==> src/rtl/fft_pkg.sv <==
// Shared types and helpers for the 8-point FFT front end.
// Sample layout: [31:16] real, [15:0] imaginary, two's complement.
package fft_pkg;

  localparam int CPX_W = 32;
  localparam int N_PTS = 8;
  localparam int LOG2N = 3;

  typedef struct packed {
    logic signed [15:0] re;
    logic signed [15:0] im;
  } cpx_t;

  typedef enum logic {
    LOAD,
    ISSUE
  } state_t;

  function automatic logic [2:0] bitrev3(
    input logic [2:0] v
  );
    return {v[0], v[1], v[2]};
  endfunction

endpackage

==> src/rtl/fft_input_reorder.sv <==
// Bit-reversal input buffer feeding stage-1 radix-2 butterfly pairs.
// Optional FFT_INPUT_SCALE_EN halves re/im on store for headroom.
module fft_input_reorder #(
  parameter int CPX_W = 32,
  parameter int N_PTS = 8
) (
  input  logic             clk,
  input  logic             rst,
  input  logic [CPX_W-1:0] in_data,
  input  logic             in_valid,
  output logic             in_ready,
  output logic [CPX_W-1:0] out_num1,
  output logic [CPX_W-1:0] out_num2,
  output logic [2:0]       out_twiddle_index,
  output logic             out_valid,
  input  logic             out_ready,
  output logic             out_last,
  output logic             busy
);

  import fft_pkg::*;

  state_t     state_q, state_d;
  logic [2:0] ld_cnt_q, ld_cnt_d;
  logic [1:0] pr_cnt_q, pr_cnt_d;
  cpx_t       num1_q, num1_d;
  cpx_t       num2_q, num2_d;
  cpx_t       mem_q [8];
  cpx_t       smp;
  logic       in_fire;

  always_comb begin
    smp = cpx_t'(in_data[31:0]);
`ifdef FFT_INPUT_SCALE_EN
    smp.re = smp.re >>> 1;
    smp.im = smp.im >>> 1;
`endif
  end

  assign in_fire = (state_q == LOAD) && in_valid;

  always_comb begin
    state_d  = state_q;
    ld_cnt_d = ld_cnt_q;
    pr_cnt_d = pr_cnt_q;
    num1_d   = num1_q;
    num2_d   = num2_q;
    unique case (state_q)
      LOAD: begin
        if (in_valid) begin
          ld_cnt_d = ld_cnt_q + 3'd1;
          // Pair 0 lives in slots 0/1, never the 8th sample's slot.
          if (ld_cnt_q == 3'd7) begin
            state_d = ISSUE;
            num1_d  = mem_q[0];
            num2_d  = mem_q[1];
          end
        end
      end
      ISSUE: begin
        if (out_ready) begin
          pr_cnt_d = pr_cnt_q + 2'd1;
          if (pr_cnt_q == 2'd3) begin
            state_d = LOAD;
          end else begin
            num1_d = mem_q[{pr_cnt_d, 1'b0}];
            num2_d = mem_q[{pr_cnt_d, 1'b1}];
          end
        end
      end
      default: state_d = LOAD;
    endcase
  end

  always_ff @(posedge clk or posedge rst) begin
    if (rst) begin
      state_q  <= LOAD;
      ld_cnt_q <= '0;
      pr_cnt_q <= '0;
      num1_q   <= '0;
      num2_q   <= '0;
    end else begin
      state_q  <= state_d;
      ld_cnt_q <= ld_cnt_d;
      pr_cnt_q <= pr_cnt_d;
      num1_q   <= num1_d;
      num2_q   <= num2_d;
    end
  end

  always_ff @(posedge clk) begin
    if (in_fire) begin
      mem_q[bitrev3(ld_cnt_q)] <= smp;
    end
  end

  assign in_ready          = (state_q == LOAD);
  assign out_valid         = (state_q == ISSUE);
  assign busy              = (state_q == ISSUE);
  assign out_last          = (state_q == ISSUE) && (pr_cnt_q == 2'd3);
  assign out_twiddle_index = 3'd0;
  assign out_num1          = CPX_W'(num1_q);
  assign out_num2          = CPX_W'(num2_q);

endmodule

==> config.mk <==
export PLATFORM = sky130hd
export DESIGN_NAME = fft_input_reorder
export DESIGN_NICKNAME = d
export VERILOG_FILES = /design/src/rtl/fft_pkg.sv /design/src/rtl/fft_input_reorder.sv
export SDC_FILE = /design/constraint.sdc
export NUM_CORES = 1
export LEC_CHECK = 0
export ABC_AREA = 1
export CORE_MARGIN = 3
export CORE_UTILIZATION = 23
export CTS_BUF_LIST = sky130_fd_sc_hd__clkbuf_8
export CTS_CLUSTER_SIZE = 24
export DETAILED_ROUTE_END_ITERATION = 8
export GPL_TIMING_DRIVEN = 0
export PLACE_DENSITY = 0.4
export SLEW_MARGIN = 25
export SYNTH_ARGS = -nofsm -noshare
export SYNTH_HDL_FRONTEND = slang
export SYNTH_SLANG_ARGS = --single-unit
==> constraint.sdc <==
create_clock -name clk -period 7.9 [get_ports clk]
set_input_delay 1.185 -clock clk [delete_from_list [all_inputs] [get_ports clk]]
set_output_delay 1.185 -clock clk [all_outputs]
set_load 0.005 [all_outputs]
# Word-level counts from Yosys, hierarchy flattened
# Memories as Yosys holds them, arrays and structs flattened.
# Index checks and enable logic that the tools add are counted.
# W data, S select, Z words.
[op_classes]
n_reduce_logical = 5
mux = 17
eq_ne = 6
addsub = 2
bitwise = 1
[ops]
columns = ["cell", "count"]
rows = [
  ["$mux W32", 8],
  ["$pmux W32 S2", 2],
  ["$mux W1", 6],
  ["$ne A2 B2 Y1 const B", 3],
  ["$reduce_and A2 Y1", 2],
  ["$reduce_and A4 Y1", 1],
  ["$add A3 B1 Y3 const B", 1],
  ["$eq A3 B3 Y1 const B", 1],
  ["$add A2 B1 Y2 const B", 1],
  ["$eq A2 B2 Y1 const B", 1],
  ["$logic_and A1 B1 Y1", 2],
  ["$ne A2 B1 Y1 const B", 1],
  ["$pmux W1 S2", 1],
  ["$not A1 Y1", 1],
]
[word_totals]
elab_cells = 39
ram_bits = 256
output_inout_bits = 71
mem_count = 1
regBits = 70
in_bits = 36
[mem_list]
columns = ["name", "depth", "width", "read_ports", "rd_clocked_by_memory_dff", "wr", "line_no", "text"]
rows = [
  ["mem_q", 8, 32, 4, 0, 1, "fft_input_reorder.sv:28", "cpx_t mem_q [8];"],
]

# Longest topological paths before layout
# An unclocked memory read counts as a cell.
[logic_depth]
word_depth = 5
depth_mapped = 10
depth_no_buf = 9

# Worst setup path before layout
# OpenSTA, ideal clock, no wires.
[synth_path]
path_kind = "input to register"
start = "input in_valid"
end = "memory mem_q[0][0] (netlist bit), enable pin"
setup_ns = 0.461
t_required_ns = 7.439
arrival_ns = 3.673
n_path_buf = 1
stages = 3
slack_ns = 3.766
path_cell_list = "nand2_1 -> clkbuf_1 -> nor3_1"
[synth_via]
elab_chain_cells = 3
[synth_lines]
columns = ["element", "line_no", "text"]
rows = [
  ["start, declared", "fft_input_reorder.sv:10", "input logic in_valid,"],
  ["$logic_and A1 B1 Y1", "fft_input_reorder.sv:40", "assign in_fire = (state_q == LOAD) && in_valid;"],
  ["$mux W1", "fft_input_reorder.sv:92", "if (in_fire) begin"],
  ["$mux W1 (implied by the code)", "fft_input_reorder.sv:93", "mem_q[bitrev3(ld_cnt_q)] <= smp;"],
  ["end, declared", "fft_input_reorder.sv:28", ""],
]
# No other way between the ends.

# Worst setup path after layout
[layout_path]
start = "register state_q (netlist: busy)"
end = "output out_last"
[layout_via]
elab_chain_cells = 1
[layout_lines]
columns = ["element", "line_no", "text"]
rows = [
  ["start, declared", "fft_input_reorder.sv:23", "state_t state_q, state_d;"],
  ["start signal, assigned", "fft_input_reorder.sv:83", "state_q <= state_d;"],
  ["$logic_and A1 B1 Y1", "fft_input_reorder.sv:100", "assign out_last = (state_q == ISSUE) && (pr_cnt_q == 2'd3);"],
  ["end, declared", "fft_input_reorder.sv:17", "output logic out_last,"],
]
# No other way between the ends.

==> flow_summary_export.csv <==
group,metric,value,unit
drt,dr.max_layer_used,"met4",
drt,vias,8923,
run,drv_cap,0,
synth,synth-edff-count,256,
synth,postSynthAreaPerCell,10.2,um^2
power_and_ir_drop,pwr-share-seq,38.9,%
sta,fin_crit,3.66,ns
critical_path,path_class,"register to output port",
synth,netlist.top_cell.by_area,"edfxtp_1",
global_route,antenna_found_initial,2,
cts,clk_latency,0.63,ns
global_route,grt_max_degree,42,
finish,drive_above_1_share,10.3,%
drt,antenna_left,0,
die,die_area,62000,um^2
critical_path,path_max_fanout,10,
power_and_ir_drop,irDropWorstVdd,0.000148,V
hold_path,min-delay-path-class,"register to register",
cts,h-tree-depth,2,
finish,nets,1568,
drt,wl_met2,17.4,mm
power_and_ir_drop,internal_power,3.77,mW
drt,first_pass_iters,4,
synth,yosysWarnings,0,
drt,wire_per_inst,16.0,um
sta,slew_viol_final,0,
critical_path,worstPathRequired,6.71,ns
synth,async_reset_ff_share,21.5,%
sta,finClkSkew,0.0242,ns
cts,postCtsSetupBuffers,0,
synth,yosys-top-cells-area,"edfxtp_1, nand2_1, dfrtp_1",
die,coreArea,58000,um^2
synth,yosysSeqAreaShare,69.5,%
sta,setup_viol,0,
synth,synthTopCellsByCount,"nand2_1, edfxtp_1, inv_1",
sta,timing.final.crit_share,46.3,%
die,pin_count,107,
critical_path,slowest_stage,"clkdlybuf4s50_1",
global_route,grt_pass1_wl,56.5,mm
global_route,grt_pass1_vias,8898,
power_and_ir_drop,leakage,7.67,nW
critical_path,timing.critical_path.mode_cell,"buf_2",
cts,cts_resized,0,
synth,syn_inst,1331,
synth,yosysTopAreaCellShare,56.6,%
power_and_ir_drop,power_frac_clock,22.5,%
synth,yosysUniqueCellTypes,23,
cts,clock_path_buffers,3,
die,die_x,249,um
finish,synthToLayoutAreaGrowth,24.6,%
power_and_ir_drop,p_per_area,356,nW/um^2
finish,fin_util,29.2,%
sta,hold_slack,0.477,ns
drt,wl_met1,17.8,mm
cts,cts_buffers,55,
critical_path,cp_top_family,"buffers and inverters",
outcome,status,"finished, final reports clean",
placed_design,port-buffer-count,103,
sta,relSlewSlack,50.5,%
critical_path,arrival,2.47,ns
critical_path,endpoint_kind,"output port",
critical_path,cpPeakStageDelay,0.50,ns
cts,cts_sinks,326,
drt,initialDrtViolationCount,453,
synth,ys_ff_latch,326,
sta,rsz0062_at_grt,"no",
drt,vias_per_cell,3.82,
critical_path,startpoint_type,"register",
die,die_h,249,um
cts,ctsRootBufferMaster,"clkbuf_8",
cts,cts_tree,"built",
sta,finalHoldViolCount,0,
sta,max_freq,0.274,GHz
cts,path_clk_slew,0.06,ns
drt,drc,0,
power_and_ir_drop,comb_power_share,38.6,%
synth,ys.flop_type,"edfxtp_1",
global_route,overflow,0,
critical_path,crit_chain,"buf_4, buf_2, buf_2, nand2_1, inv_1, clkdlybuf4s50_1",
synth,synth_area,13600,um^2
die,initial_core_util,23.4,%
synth,synth_most_common_cell,"nand2_1",
global_route,grt.total_usage,12.1,%
sta,tightest_slew,0.738,ns
placed_design,place_congestion,0.713,
power_and_ir_drop,sw_frac_of_total,37.5,%
critical_path,crit_buf_inv,5,
sta,fin_tns_setup,0,ns
power_and_ir_drop,power.switching,2.26,mW
drt,wl_met3,1.54,mm
cts,cts_hold_buf,0,
die,rows,88,
drt,wl,37.5,mm
placed_design,hpwlAfterDp,25.5,mm
-- path summary, 6_finish.rpt --
kind	slack, ns	depth (start not counted)	end	start
min	0.48	2	out_num2[10]	out_num2[10]
min in group asynchronous	0.93	2	out_num1[4]	rst
max reg2reg	5.21	8	mem_q[5][8]	busy
max in group asynchronous	6.40	3	out_num1[18]	rst
min reg2reg	0.48	2	out_num2[10]	out_num2[10]
max	4.24	6	out_last	busy
-- flip-flops by register name, indices dropped and copies added, names as in the netlist --
signal / flops
busy: 1
ld_cnt_q: 3
mem_q: 256
out_num1: 32
out_num2: 32
pr_cnt_q: 2
-- power by group through the flow --
stage | sequential, mW | clock (mW) | combinational, mW
finish | 2.35 | 1.36 | 2.33
global route | 2.38 | 1.49 | 2.65
CTS | 2.35 | 1.42 | 2.41
detailed placement | 2.38 | 0 | 2.40
global placement | 2.40 | 0 | 2.32
floorplan | 2.37 | 0 | 1.31
-- kinds of logic after synthesis --
group / count (synthesis) / synth area share (%)
AOI/OAI and AO/OA: 3 / 0.110
xor gates and xnor gates: 2 / 0.129
adders and majority gates: 7 / 0.645
buffers and inverters: 266 / 8.75
DFF: 326 / 69.5
other: 1 / 0.0276
and+or+nand+nor: 726 / 20.9
-- worst reg2reg max path: stages (launching register included) --
cell and delay (ns):
dfrtp_1 0.41, buf_4 0.19, inv_4 0.06, nand2_1 0.08, clkbuf_1 0.29, nor3_2 0.64
buf_4 0.32, buf_4 0.21, buf_4 0.20
-- per-stage QoR --
step	instances	total power [mW]	setup WS [ns]	area (um^2)
finish	2337	6.03	4.24	16900
global route	2336	6.53	4.07	16900
CTS	2335	6.19	4.13	16900
detailed placement	2233	4.78	4.06	16000
global placement	2201	4.72	0.125	15600
floorplan	1333	3.68	3.77	13600
-- layout by cell type (no fill, tap or decap) --
cell,netlist,layout
nand2_1,649,649
edfxtp_1,256,256
inv_6,0,1
nor2_4,1,2
a21oi_1,1,1
clkbuf_8,0,58
diode_2,0,2
buf_1,1,1
inv_8,0,1
clkinv_1,19,29
ha_1,7,7
clkdlybuf4s50_1,0,103
nor2_1,2,1
buf_16,0,4
xor2_1,2,2
inv_4,1,1
nand2_2,2,2
inv_2,2,3
dfrtp_1,70,70
buf_4,19,44
clkbuf_1,6,6
buf_6,12,15
nor3_2,0,6
conb_1,1,3
o21ai_0,2,2
nand3_1,65,65
clkinv_2,0,2
inv_1,185,214
buf_2,21,21
nand3_2,1,1
-- per-layer routing --
| metal | vias up | global-route usage, % |
|---|---|---|
| li1 | 4515 | - |
| met1 | 4177 | 16.2 |
| met2 | 175 | 19.8 |
| met3 | 56 | 2.53 |
| met4 | 0 | 3.33 |
| met5 | - | 0 |
-- cell type report --
type                       count  area (um^2)
antenna                        2         5.00
buffer                        59          409
clock buffer                  58          798
clock inverter                44          175
fill                        6061        41100
inverter                     207          785
multi-input combinational    741         3000
sequential                   326         9440
tap                          765          957
timing repair buffer         135         1360
(Power assumes the default switching activity.)
